File: config.mk
export PLATFORM = sky130hd
export DESIGN_NAME = pc_fetch_unit
export DESIGN_NICKNAME = d
export VERILOG_FILES = /design/src/rtl/pc_fetch_pkg.sv /design/src/rtl/pc_stall_counter.sv /design/src/rtl/pc_fetch_unit.sv
export SDC_FILE = /design/constraint.sdc
export NUM_CORES = 1
export LEC_CHECK = 0
export CORE_MARGIN = 2
export CORE_UTILIZATION = 48
export CTS_BUF_LIST = sky130_fd_sc_hd__clkbuf_4
export CTS_CLUSTER_SIZE = 10
export DETAILED_ROUTE_END_ITERATION = 7
export PLACE_DENSITY = 0.89
export SLEW_MARGIN = 20
export SYNTH_ARGS = -nofsm -noshare
export SYNTH_HDL_FRONTEND = slang
export SYNTH_SLANG_ARGS = --single-unit
File: constraint.sdc
create_clock -name clk -period 2.3 [get_ports clk]
set_input_delay 0.46 -clock clk [delete_from_list [all_inputs] [get_ports clk]]
set_output_delay 0.46 -clock clk [all_outputs]
set_load 0.01 [all_outputs]
File: src/rtl/pc_fetch_pkg.sv
`default_nettype none
// ============================================================================
// Module   : pc_fetch_pkg
// Purpose  : Shared fetch-unit state encoding and default parameter values.
//            PC_STALL_CNT_EN, when defined, adds the stall_cnt output.
// Revision : 1.0  initial release
// ============================================================================
package pc_fetch_pkg;

    localparam int unsigned c_XLEN      = 32;
    localparam int unsigned c_RESET_VEC = 0;
    localparam int unsigned c_INC       = 4;
    localparam int unsigned c_CNT_W     = 32;

    typedef enum logic [1:0] {
        BOOT  = 2'd0,
        ISSUE = 2'd1,
        PEND  = 2'd2,
        HOLD  = 2'd3
    } pc_state_e;

endpackage : pc_fetch_pkg
`default_nettype wire

File: src/rtl/pc_stall_counter.sv
`default_nettype none
// ============================================================================
// Module   : pc_stall_counter
// Purpose  : Saturating event counter for fetch stall cycles.
//            Only built when PC_STALL_CNT_EN is defined.
// Revision : 1.0  initial release
// ============================================================================
`ifdef PC_STALL_CNT_EN
module pc_stall_counter #(
    parameter int unsigned WIDTH = 32
) (
    input  logic             clk,
    input  logic             rst,
    input  logic             inc,
    output logic [WIDTH-1:0] count
);

    logic [WIDTH-1:0] r_count;

    // Sticks at all-ones once reached rather than wrapping back to zero.
    always_ff @(posedge clk or negedge rst) begin
        if (!rst) begin
            r_count <= '0;
        end else if (inc && (r_count != '1)) begin
            r_count <= r_count + WIDTH'(1);
        end
    end

    assign count = r_count;

endmodule : pc_stall_counter
`endif
`default_nettype wire

File: src/rtl/pc_fetch_unit.sv
`default_nettype none
// ============================================================================
// Module   : pc_fetch_unit
// Purpose  : Program-counter sequencer issuing fetch requests to the ICACHE,
//            with redirect buffering and stall hold. PC_STALL_CNT_EN adds a
//            saturating stall_cnt output.
// Revision : 1.0  initial release
// ============================================================================
module pc_fetch_unit
    import pc_fetch_pkg::*;
#(
    parameter int unsigned     XLEN      = c_XLEN,
    parameter logic [XLEN-1:0] RESET_VEC = XLEN'(c_RESET_VEC),
    parameter logic [XLEN-1:0] INC       = XLEN'(c_INC)
) (
    input  logic            clk,
    input  logic            rst,
    input  logic            stall,
    input  logic            redirect_valid,
    input  logic [XLEN-1:0] redirect_pc,
    output logic            fetch_valid,
    output logic [XLEN-1:0] fetch_pc,
    input  logic            fetch_ready
`ifdef PC_STALL_CNT_EN
    ,
    output logic [c_CNT_W-1:0] stall_cnt
`endif
);

    pc_state_e       r_state;
    pc_state_e       w_state_nxt;
    pc_state_e       w_state_after_hs;
    logic [XLEN-1:0] r_pc;
    logic [XLEN-1:0] w_pc_nxt;
    logic [XLEN-1:0] r_pend;
    logic [XLEN-1:0] w_pend_nxt;
    logic [XLEN-1:0] w_redir_tgt;
    logic            w_handshake;

    // INC is a power of two, so INC-1 masks exactly the sub-fetch offset bits.
    assign w_redir_tgt      = redirect_pc & ~(INC - XLEN'(1));
    assign fetch_valid      = (r_state == ISSUE) || (r_state == PEND);
    assign fetch_pc         = r_pc;
    assign w_handshake      = fetch_valid & fetch_ready;
    assign w_state_after_hs = stall ? HOLD : ISSUE;

    always_comb begin
        w_state_nxt = r_state;
        w_pc_nxt    = r_pc;
        w_pend_nxt  = r_pend;
        case (r_state)
            BOOT: begin
                if (redirect_valid) w_pc_nxt = w_redir_tgt;
                w_state_nxt = w_state_after_hs;
            end
            ISSUE: begin
                if (w_handshake) begin
                    w_pc_nxt    = redirect_valid ? w_redir_tgt : r_pc + INC;
                    w_state_nxt = w_state_after_hs;
                end else if (redirect_valid) begin
                    // Request in flight must stay stable; park the target.
                    w_pend_nxt  = w_redir_tgt;
                    w_state_nxt = PEND;
                end
            end
            PEND: begin
                if (w_handshake) begin
                    w_pc_nxt    = redirect_valid ? w_redir_tgt : r_pend;
                    w_state_nxt = w_state_after_hs;
                end else if (redirect_valid) begin
                    w_pend_nxt = w_redir_tgt;
                end
            end
            HOLD: begin
                if (redirect_valid) w_pc_nxt = w_redir_tgt;
                if (!stall) w_state_nxt = ISSUE;
            end
            default: w_state_nxt = BOOT;
        endcase
    end

    always_ff @(posedge clk or negedge rst) begin
        if (!rst) begin
            r_state <= BOOT;
            r_pc    <= RESET_VEC;
            r_pend  <= '0;
        end else begin
            r_state <= w_state_nxt;
            r_pc    <= w_pc_nxt;
            r_pend  <= w_pend_nxt;
        end
    end

`ifdef PC_STALL_CNT_EN
    logic w_stall_evt;

    assign w_stall_evt = (r_state == HOLD) | (fetch_valid & ~fetch_ready);

    pc_stall_counter #(
        .WIDTH (c_CNT_W)
    ) u_stall_counter (
        .clk   (clk),
        .rst   (rst),
        .inc   (w_stall_evt),
        .count (stall_cnt)
    );
`endif

endmodule : pc_fetch_unit
`default_nettype wire

==> summary.md <==
| Metric | Value |
|---|---|
| DIE WIDTH | approximately 95 um |
| Vias in the first global route | around 3600 |
| Hold Vio Cnt, Final | 0 |
| Pwr dens | 1430 nW/um^2 |
| Flop2flop setup slack | between 0.1 and 0.15 ns |
| Mapped Area | roughly 4000 sq um |
| VDD IR max | between 0.0006 and 0.0007 V |
| Crit. End Element | primary output |
| Synth area leader | dfrtp_1 |
| Clock Tree Root | clkbuf_4 |
| Initial antenna violation count | 0 |
| CP arrival | about 1.7 ns |
| Iter 0 DRT Violations | ~240 |
| Synth unique cells | 56 |
| Detailed-router iteration count before antenna repair | 5 |
| Clk Latency, worst-skew pair | 0.42 ns |
| CTS Buffer Depth | 2 |
| RD Place Congestion | slightly below 0.9 |
| Syn Inst Count | ~430 |
| Slew Limit Fails | 0 |
| Top cell type's share of synthesized area | about two fifths |
| DP HPWL | between 7000 and 8000 um |
| First-pass GRT wire length | about 18000 um |
| Total GRT Usage | approximately a quarter |
| Total gr overflow | 0 |
| WL final | between 10000 and 15000 um |
| Placed cells | between 600 and 700 |
| Worst reg2reg path depth | 9 |
| Vias per cell | 6.29 |
| Depth of the CTS H-tree | 3 |
| Share of layout cells above drive strength 1 | a little under a fifth |
| Final min period | 2.19 ns |
| Data required, critical path | 1.84 ns |
| FF+latch count, synth | 66 |
| Status | completed |
| Relative slew margins | about 55% |
| Clock Sinks | 66 |
| Final period util | between 90% and 100% |
| Initial core utilization | 49.0% |
| HP Class | in -> reg |
| Post-route insts no fill | ~630 |
| Largest net degree at the start of global routing | 50 |
| Antenna-violating nets left | 0 |
| Commonest non-fill, non-tap cell in the layout | dfrtp_1 |
| Async S/R FF share, synth | 100% |
| Row count | 33 |
| CTS tree | done |
| Layout Nets | between 500 and 600 |
| PortBufs | 67 |
| Post-synth EDFFs | 0 |
| Synth Flop Type | dfrtp_1 |
| Area of the die | slightly above 9000 sq um |
| CP Class | reg -> out |
| # IOs | 70 |
| Static leakage | between 2 and 2.5 nW |
| Max Cap Violations | 0 |
| Sequential fraction of the synthesis area | about two fifths |
| Vias | around 3900 |
| Worst-margin pin slew | around 0.67 ns |
| Most frequent cells in the layout | dfrtp_1 (66), clkdlybuf4s50_1 (64), a21oi_1 (43) |
| Critical Path Fanout Max | 15 |
| Synthesis-to-layout area growth | 30.4% |
| Clock transition at path regs | about 0.11 ns |
| DR DRC count | 0 |
| RSZ-0062 raised after global routing | no |
| Avg Inst Size Synth | 9.30 sq um |
| Total CTS buffers | 9 |
| Design Area, Final | approximately 5200 sq um |
| Peak Freq | roughly 460 MHz |
| Clock skew | about 0.013 ns |
| Area contributors post-synth | dfrtp_1 (41%), mux2_2 (9.0%), a21oi_1 (5.4%) |
| Hold depth | 2 |
| DP Area | around 5000 sq um |
| Utilization after layout | 63.9% |
| Synth warnings | 0 |
| Antenna Diode Count | 0 |
| Final setup vio count | 0 |
| Fillers | around 640 |
| Worst setup SP type | flip-flop |
| Core area | 8130 sq um |
| WL/cell | 17.9 um |
| Syn nets | 470 |
| Die Ht | between 90 and 100 um |
[worst max-delay path, cell delays in order (launching register included)]
cell and delay [ns]:
dfrtp_1 0.38, inv_1 0.05, ha_1 0.32, buf_6 0.20, inv_1 0.08, dlygate4sd2_1 0.28
[where the power goes]
| group | leakage, nW | switching (mW) | internal (mW) | total (mW) |
|---|---|---|---|---|
| registers | 0.795 | 0.533 | 1.72 | 2.25 |
| logic | 1.22 | 2.19 | 2.12 | 4.30 |
| clock network | 0.0838 | 0.442 | 0.446 | 0.888 |
| total | 2.10 | 3.16 | 4.29 | 7.45 |
[Yosys cell counts, drive strengths merged (4+ instances only)]
master	instances
ha	4
nor4	5
dfrtp	66
a2bb2oi	4
a221oi	14
clkbuf	21
nand3	13
a22oi	5
o22ai	5
o21ai	36
buf	10
and4	4
nand2b	5
o22a	4
nand4	8
a31oi	4
mux2	32
nor3	6
nand2	37
or4	4
inv	10
nor2	19
a211oi	10
nor2b	10
a21oi	43
[cell families (layout without fill, tap and decap cells)]
family / Yosys count / count (layout) / share of synthesized area [%]
compound gates: 153 / 153 / 25.0
buf+inv: 41 / 133 / 4.08
fa+ha+maj: 4 / 4 / 1.26
mux: 35 / 35 / 9.79
xor+xnor: 2 / 2 / 0.439
simple gates: 128 / 128 / 18.0
flops: 66 / 66 / 41.4
[final timing paths]
kind                                 to      startpoint
hold / removal             fetch_pc[11]  redirect_valid
setup / recovery            fetch_valid      r_state[0]
setup reg to reg           fetch_pc[31]      r_state[0]
max in group asynchronous    r_pend[16]             rst
hold reg to reg              r_pend[13]      r_pend[13]
min in group asynchronous  fetch_pc[17]             rst
[layout make-up]
| type | count | area (sq um) | share of cell area [%] |
|---|---|---|---|
| tap | 105 | 131 | 2.53 |
| multi-input combinational | 322 | 2190 | 42.2 |
| inverter | 10 | 37.5 | 0.722 |
| timing repair buffer | 107 | 1030 | 19.8 |
| clock buffer | 10 | 75.1 | 1.44 |
| sequential | 66 | 1650 | 31.8 |
| clock inverter | 6 | 81.3 | 1.56 |
[per-layer routing]
layer  up-vias  part of all wire [%]  global-route usage (%)
met3        19                   5.6                    4.03
li1       1804                     -                       -
met5         -                     0                       0
met1      1955                    44                    34.5
met4         0                   1.5                    9.90
met2       158                    49                    41.6
[what timing repair did]
| action | 4_1_cts | 5_1_grt |
|---|---|---|
| endpoints found under the setup margin | 1 | 4 |
| hold buffers | 1 | 0 |
| hold endpoints to repair | 17 | 0 |
| gates cloned | 0 | 0 |
| setup buffers | 2 | 2 |
| resized for setup | 2 | 2 |
[flip-flops by register name, indices dropped and copies added (netlist names)]
| register | count |
|---|---|
| r_state | 2 |
| r_pend | 32 |
| fetch_pc | 32 |
[stage by stage]
step           power (mW)  setup WS [ns]  hold WS, ns  setup TNS, ns
2_1_floorplan        4.71         0.0919        0.164              0
3_3_place_gp         6.24       -0.00874        0.419       -0.00874
3_5_place_dp         6.42        -0.0395        0.421        -0.0490
4_1_cts              7.34          0.115        0.392              0
5_1_grt              7.93        0.00800        0.411              0
6_report             7.45          0.106        0.407              0
Note: power is estimated with default switching activity, not from simulation.
==> variant 1: new RTL, config.mk and constraints unchanged <==
The 4 states of `pc_state_e` get a one-hot encoding in 4 bits.
--- a/src/rtl/pc_fetch_pkg.sv
+++ b/src/rtl/pc_fetch_pkg.sv
@@ -14,7 +14,7 @@
 
-    typedef enum logic [1:0] {
-        BOOT  = 2'd0,
-        ISSUE = 2'd1,
-        PEND  = 2'd2,
-        HOLD  = 2'd3
+    typedef enum logic [3:0] {
+        BOOT  = 4'b0001,
+        ISSUE = 4'b0010,
+        PEND  = 4'b0100,
+        HOLD  = 4'b1000
     } pc_state_e;
Check against the original RTL: no difference found for any inputs over 10 cycles, from zero or initial values and one cycle with rst low; not proved beyond that.
==> variant 1 against the original RTL <==
  * Cell area shrank 4.0%
  * Sequential cell count up 2
  * Area after synthesis shrank 2.9%
  * Power decreased by 8.1%
  * Worst hold slack got worse by 0.38 ns
  * Wire length decreased by 7.8%
  * Die area down 2.8%
  * Worst setup slack improved by 0.083 ns
  * Critical path type is now flop to flop
  * Largest cell class unchanged
  * Highest routed layer unchanged
==> variant 1: results <==
[place]
placedInstanceArea_sq_um = 4806
place.gp.congestion = 0.7941
dp_slack_ns = -0.05646
place_inst = 556
dp.final_hpwl_microns = 7082

[timing]
finalCritPeriodShare_pct = 91.81
fin_skew_ns = 0.01447
timing.hold.ws_ns = 0.02872
maxSlewHeadroom_pct = 63.53

[yosys]
synthDistinctLibCells = 56
synth_cells = 383
synthAdderAreaFrac_pct = 0.3231
synthMuxAreaShare_pct = 11.02
syn-num-nets = 421
post_synth_main_area_contributors = sky130_fd_sc_hd__dfrtp_1 43%, sky130_fd_sc_hd__mux2_2 8.4%, sky130_fd_sc_hd__xnor2_1 4.7%, sky130_fd_sc_hd__nor2_1 3.5%, sky130_fd_sc_hd__a221oi_1 3.2%
synth.top_cells.by_count = 67 x sky130_fd_sc_hd__dfrtp_1, 36 x sky130_fd_sc_hd__nor2_1, 29 x sky130_fd_sc_hd__mux2_2
synthXorXnorAreaFrac_pct = 5.428
synth_sequential_area_ratio_pct = 43.97
compound_gate_portion_of_the_synthesized_area_pct = 18.51

[route]
iteration_count_of_the_initial_detailed_routing_pass = 6
m1WireLength_microns = 4360
routed-wl-met3_microns = 609
drt-wirelength-per-cell_microns = 18.06
first_iter_violations = 276
detail_route.vias_per_cell = 6.175
route.met2.wl_microns = 5102

[critical_path]
timing.reg2reg.setup_slack_ns = 0.19
setup_crit_path_kind = flop to flop
cpLargestDelayFamily = simple AND/OR/NAND/NOR gates
r2r_path_end = fetch_pc[10]
critPathSlowestCell = sky130_fd_sc_hd__dfrtp_2
worstPathArrival_ns = 2.45
critPathMaxFanout = 16
critical_path.reg2reg.startpoint = r_state[3]
timing.critical_path.slowest_cell_delay_ns = 0.51
worstSetupStartpoint = r_state[3]
ff2ff_path_depth = 7

[finish]
number_of_inserted_diodes = 0
drive_gt1_share_pct = 19.36
number_of_nets_at_the_end_of_the_flow = 503
layoutNonFillerInstCount = 572
layout.filler_cells = 614
final-seq-area_sq_um = 1705

[global_routing]
grt_first_pass_wirelength_microns = 16980
globalRouteMet2Util_pct = 40.18
grtUsageMet3_pct = 3.852
largest_net_degree_at_the_start_of_global_routing = 69
grt_remaining_overflow = 0
grt_util_met1_pct = 32.38
global_route_usage_over_all_layers_pct = 24.58

[hold_path]
timing.hold.worst.class = input pin to async pin

[power]
vdd_drop_max_mv = 0.6930
p_leak_nw = 2.074

[clock_tree]
post_cts.resized_instances = 5
insertion_delay_ns = 0.41
post_cts.repair.setup_buffers = 0

[outcome]
run_status = completed
## variant 1: cell count changes after synthesis, moves of 6 or more
cell / change
sky130_fd_sc_hd__a211oi_1: -9
sky130_fd_sc_hd__a21oi_1: -21
sky130_fd_sc_hd__clkbuf_1: -11
sky130_fd_sc_hd__inv_1: -7
sky130_fd_sc_hd__mux2i_1: +7
sky130_fd_sc_hd__nand2_1: -10
sky130_fd_sc_hd__nor2_1: +17
sky130_fd_sc_hd__nor2b_1: -6
sky130_fd_sc_hd__o21ai_0: -23
sky130_fd_sc_hd__o22ai_1: +8
sky130_fd_sc_hd__xnor2_1: +19
## variant 1: layout make-up
cell class / count / area share (%)
clock buffers: 11 / 1.654
clock inverters: 5 / 2.005
inverters: 3 / 0.2256
multi-input cells: 288 / 41.13
flip-flops and latches: 68 / 34.16
well taps: 102 / 2.556
repair buffers: 95 / 18.27
## variant 1: where the power goes
part,internal [mW],switching [mW]
clock,0.572,0.440
combinational,1.75,1.69
sequential,1.77,0.615
==> variant 2: new RTL, same settings <==
Without the edit above. The package constant `c_XLEN` goes from 32 to 64.
--- a/src/rtl/pc_fetch_pkg.sv
+++ b/src/rtl/pc_fetch_pkg.sv
@@ -9,3 +9,3 @@
 
-    localparam int unsigned c_XLEN      = 32;
+    localparam int unsigned c_XLEN      = 64;
     localparam int unsigned c_RESET_VEC = 0;
Interface: changed (resized fetch_pc and redirect_pc); port bits go from 70 to 134. No check against the original RTL was run, so the function may have changed too.
==> variant 2 against the original RTL <==
  * Cell area up 110%
  * Core utilization up 2.7 points
  * Highest routed layer unchanged
  * Combinational power is 140% higher
  * First-iteration DRC count increased to 5.6 times the old value
  * Sequential cell count is 64 higher
  * Worst setup slack worse by 0.063 ns
  * Critical path type is now flop to flop
  * Sequential power grew 97%
  * Power increased by 120%
  * Area after synthesis up 110%
  * Wire length rose to 2.5 times the old value
  * Worst hold slack got worse by 0.011 ns
  * Critical path depth unchanged
==> variant 2: results <==
[timing]
timing.hold.ws_ns = 0.3957
worst-slew-pin-transition_ns = 0.6824

[route]
drt-wirelength-per-cell_microns = 21.06
route.met2.wl_microns = 12920
m1WireLength_microns = 11190

[power]
clock_power_share_pct = 10.3
power.sequential.total_mw = 4.43
p_sw_share_pct = 44.23
p_leak_nw = 4.498

[finish]
number_of_inserted_diodes = 1
layoutNonFillerInstCount = 1349
signal_buffer_area_fraction_pct = 22.08
n_clock_buffer = 19
clk_share_pct = 2.564
nonClockInverterCount = 20

[critical_path]
worstSetupStartpoint = fetch_pc[44]
cpLargestDelayFamily = simple AND/OR/NAND/NOR gates
worstPathArrival_ns = 2.70
ff2ff_path_depth = 5

[die]
rows = 47

[clock_tree]
cts_num_sinks = 130

[global_routing]
grt_util_met1_pct = 41.83
grtUsageMet3_pct = 8.221

[place]
dp.final_hpwl_microns = 19970
placedInstanceArea_sq_um = 10600

[yosys]
post_synth_main_area_contributors = sky130_fd_sc_hd__dfrtp_1 40%, sky130_fd_sc_hd__mux2_2 9.1%, sky130_fd_sc_hd__a221oi_1 4.9%, sky130_fd_sc_hd__nand2_1 4.3%, sky130_fd_sc_hd__a21oi_1 3.7%

[outcome]
run_status = completed
==> variant 2: cell types whose count changed after synthesis, sizes merged, moves of 15 or more <==
cell    unedited run  this run
o31ai              3        19
mux2              32        66
a221oi            14        46
nor3               6        21
nand4              8        34
nor2              19        51
clkbuf            21        49
nand2             37        96
dfrtp             66       130
a21oi             43        61
nand3             13        36
==> variant 2: cell families (layout without fill, tap and decap cells) <==
| logic type | after synthesis | after routing | share of synthesized area (%) |
|---|---|---|---|
| buffers and inverters | 92 | 313 | 4.449 |
| AND/OR/NAND/NOR | 316 | 316 | 20.14 |
| adder cells (fa/ha/maj) | 4 | 4 | 0.6095 |
| XOR/XNOR | 1 | 1 | 0.1067 |
| multiplexers | 82 | 82 | 11.00 |
| AO/OA/AOI/OAI | 281 | 282 | 24.07 |
| flip-flops | 130 | 130 | 39.62 |
| other | 0 | 1 | 0 |
